===== config.mk =====
export PLATFORM = sky130hd
export DESIGN_NAME = regfile_wb_sched
export DESIGN_NICKNAME = d
export VERILOG_FILES = /design/src/rtl/regfile_wb_sched.sv
export SDC_FILE = /design/constraint.sdc
export NUM_CORES = 1
export LEC_CHECK = 0
export CAP_MARGIN = 20
export CELL_PAD_IN_SITES_DETAIL_PLACEMENT = 1
export CELL_PAD_IN_SITES_GLOBAL_PLACEMENT = 1
export CORE_MARGIN = 3
export CORE_UTILIZATION = 31
export CTS_CLUSTER_SIZE = 30
export DETAILED_ROUTE_END_ITERATION = 7
export GPL_ROUTABILITY_DRIVEN = 0
export PLACE_DENSITY_LB_ADDON = 0.1
export SYNTH_ARGS = -nofsm -noshare
export SYNTH_HDL_FRONTEND = slang
export SYNTH_SLANG_ARGS = --single-unit

===== constraint.sdc =====
create_clock -name clk -period 4.55 [get_ports clk]
set_clock_uncertainty 0.05 [all_clocks]
set_input_delay 1.1375 -clock clk [delete_from_list [all_inputs] [get_ports clk]]
set_output_delay 1.1375 -clock clk [all_outputs]
set_load 0.01 [all_outputs]

===== src/rtl/regfile_wb_sched.sv =====
// regfile_wb_sched
// ----------------
// Issue-side scoreboard plus a two-requester writeback arbiter that feeds a
// single registered register-file write port.
//
// Ports
//   clk, rst                   rising-edge clock, synchronous active-high reset
//   iss_valid/iss_ready        issue handshake; fire = iss_valid & iss_ready
//   iss_rs1/iss_rs2/iss_rd     source and destination register indices
//   iss_wen                    issued instruction writes iss_rd
//   alu_valid/alu_ready        ALU writeback request (alu_rd, alu_data)
//   lsu_valid/lsu_ready        load writeback request (lsu_rd, lsu_data)
//   rf_we/rf_waddr/rf_wdata    registered regfile write port (1-cycle latency)
//   busy                       pending-write scoreboard, bit 0 always clear
//   wb_err                     sticky flag: writeback granted to a non-busy reg
module regfile_wb_sched (
    input  logic        clk,
    input  logic        rst,
    input  logic        iss_valid,
    input  logic [4:0]  iss_rs1,
    input  logic [4:0]  iss_rs2,
    input  logic [4:0]  iss_rd,
    input  logic        iss_wen,
    output logic        iss_ready,
    input  logic        alu_valid,
    input  logic [4:0]  alu_rd,
    input  logic [63:0] alu_data,
    output logic        alu_ready,
    input  logic        lsu_valid,
    input  logic [4:0]  lsu_rd,
    input  logic [63:0] lsu_data,
    output logic        lsu_ready,
    output logic        rf_we,
    output logic [4:0]  rf_waddr,
    output logic [63:0] rf_wdata,
    output logic [31:0] busy,
    output logic        wb_err
);

    logic [31:0] busy_reg, busy_next;
    logic        rf_we_reg, rf_we_next;
    logic [4:0]  rf_waddr_reg, rf_waddr_next;
    logic [63:0] rf_wdata_reg, rf_wdata_next;
    logic        wb_err_reg, wb_err_next;
    // 1 = LSU won the most recent cycle in which both requesters were valid.
    logic        last_lsu_reg, last_lsu_next;

    logic [31:0] set_vec;
    logic [31:0] clr_vec;
    logic [31:0] pending;
    logic        iss_fire;

    logic        alu_gnt, lsu_gnt, gnt_any, both_valid;
    logic [4:0]  gnt_rd;
    logic [63:0] gnt_data;

    // A reset cycle must never produce a regfile write, even if a write was
    // registered on the previous edge.
    assign rf_we = rf_we_reg & ~rst;

    // Per-register scoreboard. A register being written this cycle is not
    // pending because the regfile forwards rf_wdata to same-cycle reads. On
    // a simultaneous set and clear of the same index the set wins.
    genvar gi;
    generate
        for (gi = 0; gi < 32; gi++) begin : g_sb
            assign set_vec[gi] = iss_fire & iss_wen & (iss_rd == 5'(gi));
            assign clr_vec[gi] = rf_we & (rf_waddr_reg == 5'(gi));
            assign pending[gi] = busy_reg[gi] & ~clr_vec[gi];
            if (gi == 0) begin : g_x0
                assign busy_next[gi] = 1'b0;
            end else begin : g_xn
                assign busy_next[gi] = set_vec[gi] | (busy_reg[gi] & ~clr_vec[gi]);
            end
        end
    endgenerate

    assign iss_ready = ~rst & ~(pending[iss_rs1] | pending[iss_rs2] |
                                (iss_wen & pending[iss_rd]));
    assign iss_fire  = iss_valid & iss_ready;

    // Writeback arbitration: a sole requester always wins; on contention the
    // requester that lost the previous contended cycle wins.
    always_comb begin
        both_valid    = alu_valid & lsu_valid;
        alu_gnt       = ~rst & alu_valid & (~lsu_valid | last_lsu_reg);
        lsu_gnt       = ~rst & lsu_valid & (~alu_valid | ~last_lsu_reg);
        gnt_any       = alu_gnt | lsu_gnt;
        gnt_rd        = lsu_gnt ? lsu_rd   : alu_rd;
        gnt_data      = lsu_gnt ? lsu_data : alu_data;

        last_lsu_next = both_valid ? lsu_gnt : last_lsu_reg;

        // x0 writebacks complete the handshake but never reach the regfile.
        rf_we_next    = gnt_any & (gnt_rd != 5'd0);
        rf_waddr_next = rf_we_next ? gnt_rd   : rf_waddr_reg;
        rf_wdata_next = rf_we_next ? gnt_data : rf_wdata_reg;
        wb_err_next   = wb_err_reg | (rf_we_next & ~busy_reg[gnt_rd]);
    end

    assign alu_ready = alu_gnt;
    assign lsu_ready = lsu_gnt;

    always_ff @(posedge clk) begin
        if (rst) begin
            busy_reg     <= '0;
            rf_we_reg    <= 1'b0;
            rf_waddr_reg <= '0;
            rf_wdata_reg <= '0;
            wb_err_reg   <= 1'b0;
            last_lsu_reg <= 1'b0;
        end else begin
            busy_reg     <= busy_next;
            rf_we_reg    <= rf_we_next;
            rf_waddr_reg <= rf_waddr_next;
            rf_wdata_reg <= rf_wdata_next;
            wb_err_reg   <= wb_err_next;
            last_lsu_reg <= last_lsu_next;
        end
    end

    assign rf_waddr = rf_waddr_reg;
    assign rf_wdata = rf_wdata_reg;
    assign busy     = busy_reg;
    assign wb_err   = wb_err_reg;

endmodule

==> flow_summary.toml, run 1 <==
[placement]
place_inst = 1295
place_area_um2 = 9950
io_buffers = 263
dp_hpwl_um = 22900

[layout]
nNetsFinal = 1201
layout-drive-gt1-share_pct = 18.0
syn2layout_area_growth_pct = 63.8
layout.cells.non_filler = 1312
largest_reg_flops = 64
final_cell_area_um2 = 10400
n_antenna_cell = 0

[logic_synthesis]
synth-main-ff-cell = "dfxtp_1"
synth_edf_count = 0
ys_seq_area_share_pct = 32.6
avgSynthCellArea_um2 = 8.79
ys_warn_count = 0
synth_area_um2 = 6330
synth_area_leaders = "dfxtp_1 (33%), mux2i_1 (15%), a211oi_1 (8.5%)"
synth_nets = 879
ys_ff_latch = 103
netlist_instances = 720
synth_top_cell_by_area = "dfxtp_1"
netlist_top_cells_count = "dfxtp_1 (103), nor2_1 (103), mux2i_1 (97)"
synth_async_sr_flop_share_pct = 0
synth_cell_types = 69
synth.top_cell.area_share_pct = 32.6

[setup_path]
cp-start-kind = "primary input"
crit_arrival_ns = 3.22
cp.required_ns = 3.36
crit_start = "rst"
criticalPathCategory = "primary input to output pin"
r2r-start = "rf_waddr[3]"
end_kind = "output pin"
path_max_fanout = 16

[detailed_routing]
dr_total_vias = 7189
antenna_left = 0
drtIter0Drc = 552
drt-total-wl_um = 28700
vias_per_cell = 5.48
drc = 0
first_pass_iters = 4
wl_per_cell_um = 21.9

[sta]
rsz0062_at_grt = "false"
slew_violations = 0
hold_violations = 0
setup_viol = 0
maxSlewHeadroom_pct = 45.8
period_share_pct = 96.9
worst_pin_slew_ns = 0.806
period_minus_slack_ns = 4.41
max_freq_ghz = 0.227

[global_routing]
grt_pass1_vias = 7795
grt_pass1_wl_um = 43800
grt_remaining_overflow = 0
grt_max_degree = 49
antenna_found_initial = 0
gr-usage-all-layers_pct = 25.5

[floorplan]
fp.dieW_um = 149
rows = 51
start_util_pct = 32.0
dieArea_um2 = 22200
io_pins = 265
core-area_um2 = 19800
die_h_um = 149

[clock_network]
clockBufferDepth = 2
cts_inserted_buffers = 9
clkTransAtPathRegs_ns = 0.07
cts_root_buffer = "clkbuf_16"
htreeDepth = 3
worstSkewPairLatency_ns = 0.36
cts_num_sinks = 103
cts_tree = "done"
ctsHoldBuffers = 0

[flow_run]
cap_violations = 0

[min_path]
worstHoldPathType = "register to register"
hp-start = "rf_wdata[27]"

[status]
status = "finished clean"

[power]
vdd_drop_max_mv = 0.190
power.density_nw_per_um2 = 247
leakagePower_nw = 3.76
total_power_mw = 2.56
-- timing repair --
action / 4_1_cts / 5_1_grt
setup buffers: 1 / 0
hold endpoints to repair: 0 / 0
gates resized for setup: 15 / 10
pin swaps: 3 / 1
endpoints found under the setup margin: 1 / 1
-- kinds of logic (layout without fill, tap and decap cells) --
group / count (synthesis) / count (layout) / synth area share (%)
simple gates: 232 / 232 / 18.2
compound gates: 194 / 194 / 25.0
mux: 109 / 109 / 18.0
flops: 103 / 103 / 32.6
buf+inv: 76 / 403 / 5.42
xor+xnor: 5 / 5 / 0.692
other cells: 1 / 1 / 0.0593
-- metal layers --
layer,wire length [um],up-vias,part of all wire [%],track usage (%)
met5,0,-,0,0
met4,818,0,2.8,8.33
met3,2310,55,8.0,7.41
met2,14400,315,50,45.1
met1,11200,3458,39,29.6
li1,-,3361,-,-
-- worst max-delay path, stage by stage --
cell and delay [ns]:
buf_4 0.12, or3b_1 0.41, buf_12 0.19, o31ai_1 0.37
mux2_2 0.24, o211ai_1 0.08, o311a_1 0.14, o21ai_2 0.17
and3_4 0.22, clkbuf_2 0.14
-- final timing paths --
check	endpoint	slack, ns	depth (start not counted)
max	iss_ready	0.14	10
min	rf_wdata[27]	0.45	2
max reg2reg	busy[23]	1.47	10
min reg2reg	rf_wdata[27]	0.45	2
-- final cells by class --
class | count | area, um2
clock inverters | 7 | 88.8
fillers | 2248 | 9420
multi-input cells | 541 | 4030
well taps | 265 | 332
clock buffers | 9 | 225
repair buffers | 378 | 3590
flip-flops and latches | 103 | 2060
inverters | 9 | 33.8
-- where the power goes --
| part | internal (mW) | total [mW] | switching (mW) |
|---|---|---|---|
| registers | 0.956 | 0.992 | 0.0357 |
| logic | 0.386 | 0.730 | 0.344 |
| clock network | 0.441 | 0.840 | 0.399 |
| total | 1.78 | 2.56 | 0.778 |
-- per-stage QoR --
step                hold slack [ns]  setup WS [ns]  utilization [%]  TNS (ns)
detailed placement            0.445         -0.415             50.3    -0.415
finish                        0.451          0.142             52.4         0
global placement              0.413         -0.346             50.3    -0.346
global route                  0.472         0.0700             52.4         0
floorplan                     0.442          0.403                -         0
CTS                           0.456        0.00193             52.2         0
-- placed cells by master, fill, tap and decap left out, types with 4 or more instances in the layout --
master,n
o41ai_2,4
a211oi_1,71
nor3_1,14
o21ai_0,9
mux2i_1,96
clkdlybuf4s50_1,258
o22ai_1,31
o311ai_0,5
nor2_1,102
mux2_2,9
nor2b_1,9
inv_1,9
dfxtp_1,103
a21oi_1,6
nand2_1,35
o211ai_1,6
o21ai_1,4
o31ai_2,6
nand4_1,7
nand3_1,11
o31ai_1,15
buf_4,106
clkbuf_16,9
o31ai_4,6
nand2b_1,18
buf_12,8
(Power assumes the default switching activity.)
==> run 2: changes to the inputs <==
--- a/config.mk
+++ b/config.mk
@@ -8,6 +8,7 @@
 export CAP_MARGIN = 20
 export CELL_PAD_IN_SITES_DETAIL_PLACEMENT = 1
 export CELL_PAD_IN_SITES_GLOBAL_PLACEMENT = 1
+export CORE_ASPECT_RATIO = 1.1
 export CORE_MARGIN = 3
 export CORE_UTILIZATION = 31
 export CTS_CLUSTER_SIZE = 30
==> run 2 against run 1 <==
Against the previous run:
- first-iteration DRC count down 30%
- sequential share of layout area is 0.12 points higher
- clock power decreased by 12%
- die area barely moved
- largest cell class unchanged
- non-clock buffer count rose by 9
- register-to-register slack lost 0.13 ns
==> flow_summary.toml, run 2 (synthesis results as in run 1) <==
[sta]
max_freq_ghz = 0.220
period_minus_slack_ns = 4.54
worst_pin_slew_ns = 0.787
hold_violations = 0
period_share_pct = 99.8
fin_tns_setup_ns = 0
slew_violations = 0
maxSlewHeadroom_pct = 47.6
worst_slack_ns = 0.0111
setup_viol = 0

[setup_path]
cp-start-kind = "primary input"
crit_family = "compound AO/OA/AOI/OAI gates"
end_kind = "output pin"
path_max_fanout = 8
criticalPathCategory = "primary input to output pin"
crit_buf_inv = 4
cp.required_ns = 3.36
critPathMostFrequentCell = "buf_4"
crit_arrival_ns = 3.35
reg2reg_setup_slack_ns = 1.34
crit_slowest_cell = "or3b_4"
critPathMaxStageDelay_ns = 0.43
crit_chain = "buf_4 -> or3b_4 -> buf_12 -> o31ai_4 -> buf_4 -> nor2_1 -> o311a_1 -> o21ai_2 -> and3_4 -> buf_6"

[status]
status = "finished clean"

[floorplan]
die_h_um = 156
dieArea_um2 = 22200
fp.dieW_um = 142
start_util_pct = 31.7
core-area_um2 = 19900
io_pins = 265
rows = 54

[global_routing]
grt_pass1_vias = 7824
grt_max_degree = 89
grt_remaining_overflow = 0
grt_pass1_wl_um = 44600
antenna_found_initial = 0
gr-usage-all-layers_pct = 26.1

[placement]
dp_hpwl_um = 23700
io_buffers = 263
dp_slack_ns = -0.468

[clock_network]
worstSkewPairLatency_ns = 0.36
cts_num_sinks = 103
htreeDepth = 3
cts_root_buffer = "clkbuf_16"
cts_inserted_buffers = 9
cts_tree = "done"
clkTransAtPathRegs_ns = 0.07
ctsHoldBuffers = 0
clockBufferDepth = 2

[detailed_routing]
wl_per_cell_um = 23.0
first_pass_iters = 5
drt-total-wl_um = 30000
antenna_left = 0
drc = 0
vias_per_cell = 5.59
dr_total_vias = 7314
drtIter0Drc = 388

[layout]
syn2layout_area_growth_pct = 62.8
layout-drive-gt1-share_pct = 18.0
largest_reg_flops = 64
nNetsFinal = 1210
n_antenna_cell = 0
mostFrequentLayoutCells = "clkdlybuf4s50_1 (257), buf_4 (119), dfxtp_1 (103)"
fin_util_pct = 51.7
final_common_cell = "clkdlybuf4s50_1"

[power]
leakagePower_nw = 3.76
power.density_nw_per_um2 = 240
vdd_drop_max_mv = 0.184
total_power_mw = 2.47

[min_path]
worstHoldPathType = "register to register"

[flow_run]
cap_violations = 0
## run 2: cell types whose count changed in the layout (fill, tap and decap cells not counted), sizes merged
cell / previous run / this run
clkinvlp: 0 / 1
clkbuf: 10 / 14
buf: 116 / 125
bufinv: 1 / 0
inv: 13 / 10
clkdlybuf4s50: 258 / 257
## run 2: routing by layer
layer | global-route usage, % | up-vias | routed length [um]
met5 | 0 | - | 0
met4 | 13.3 | 0 | 1530
met3 | 7.02 | 97 | 2260
met2 | 45.5 | 346 | 14900
met1 | 29.1 | 3491 | 11400
li1 | - | 3380 | -
## run 2: final timing paths
check / cells past startpoint / from / end
worst max-delay path: 10 / rst / iss_ready
worst min-delay path: 1 / wb_err / wb_err
worst max register to register: 11 / rf_waddr[0] / busy[18]
worst min register to register: 1 / wb_err / wb_err
## run 2: area by class of cell
| type | count | area [um2] |
|---|---|---|
| Tap cell | 252 | 315 |
| Multi-Input combinational cell | 541 | 3980 |
| Sequential cell | 103 | 2060 |
| Fill cell | 2268 | 9630 |
| Timing Repair Buffer | 387 | 3630 |
| Clock inverter | 4 | 30.0 |
| Clock buffer | 12 | 246 |
| Inverter | 9 | 33.8 |
## run 2: report_power, final
group | leakage, nW | switching [mW] | internal (mW)
registers | 0.847 | 0.0365 | 0.956
logic | 2.78 | 0.350 | 0.382
clock network | 0.133 | 0.354 | 0.389
## run 2: timing repair
| item | in CTS | in global routing |
|---|---|---|
| gates resized for setup | 11 | 8 |
| cloned | 0 | 1 |
| setup buffers | 2 | 4 |
| pin swaps | 2 | 8 |
| endpoints found under the setup margin | 1 | 1 |
## run 2: per-stage QoR
stage                     area, um2  hold slack [ns]  cells
final                         10300            0.430   1308
after global routing          10300            0.471   1308
after CTS                     10200            0.437   1303
after detailed placement       9920            0.411   1285
after global placement         9920            0.416   1285
after floorplan                6330            0.442    720
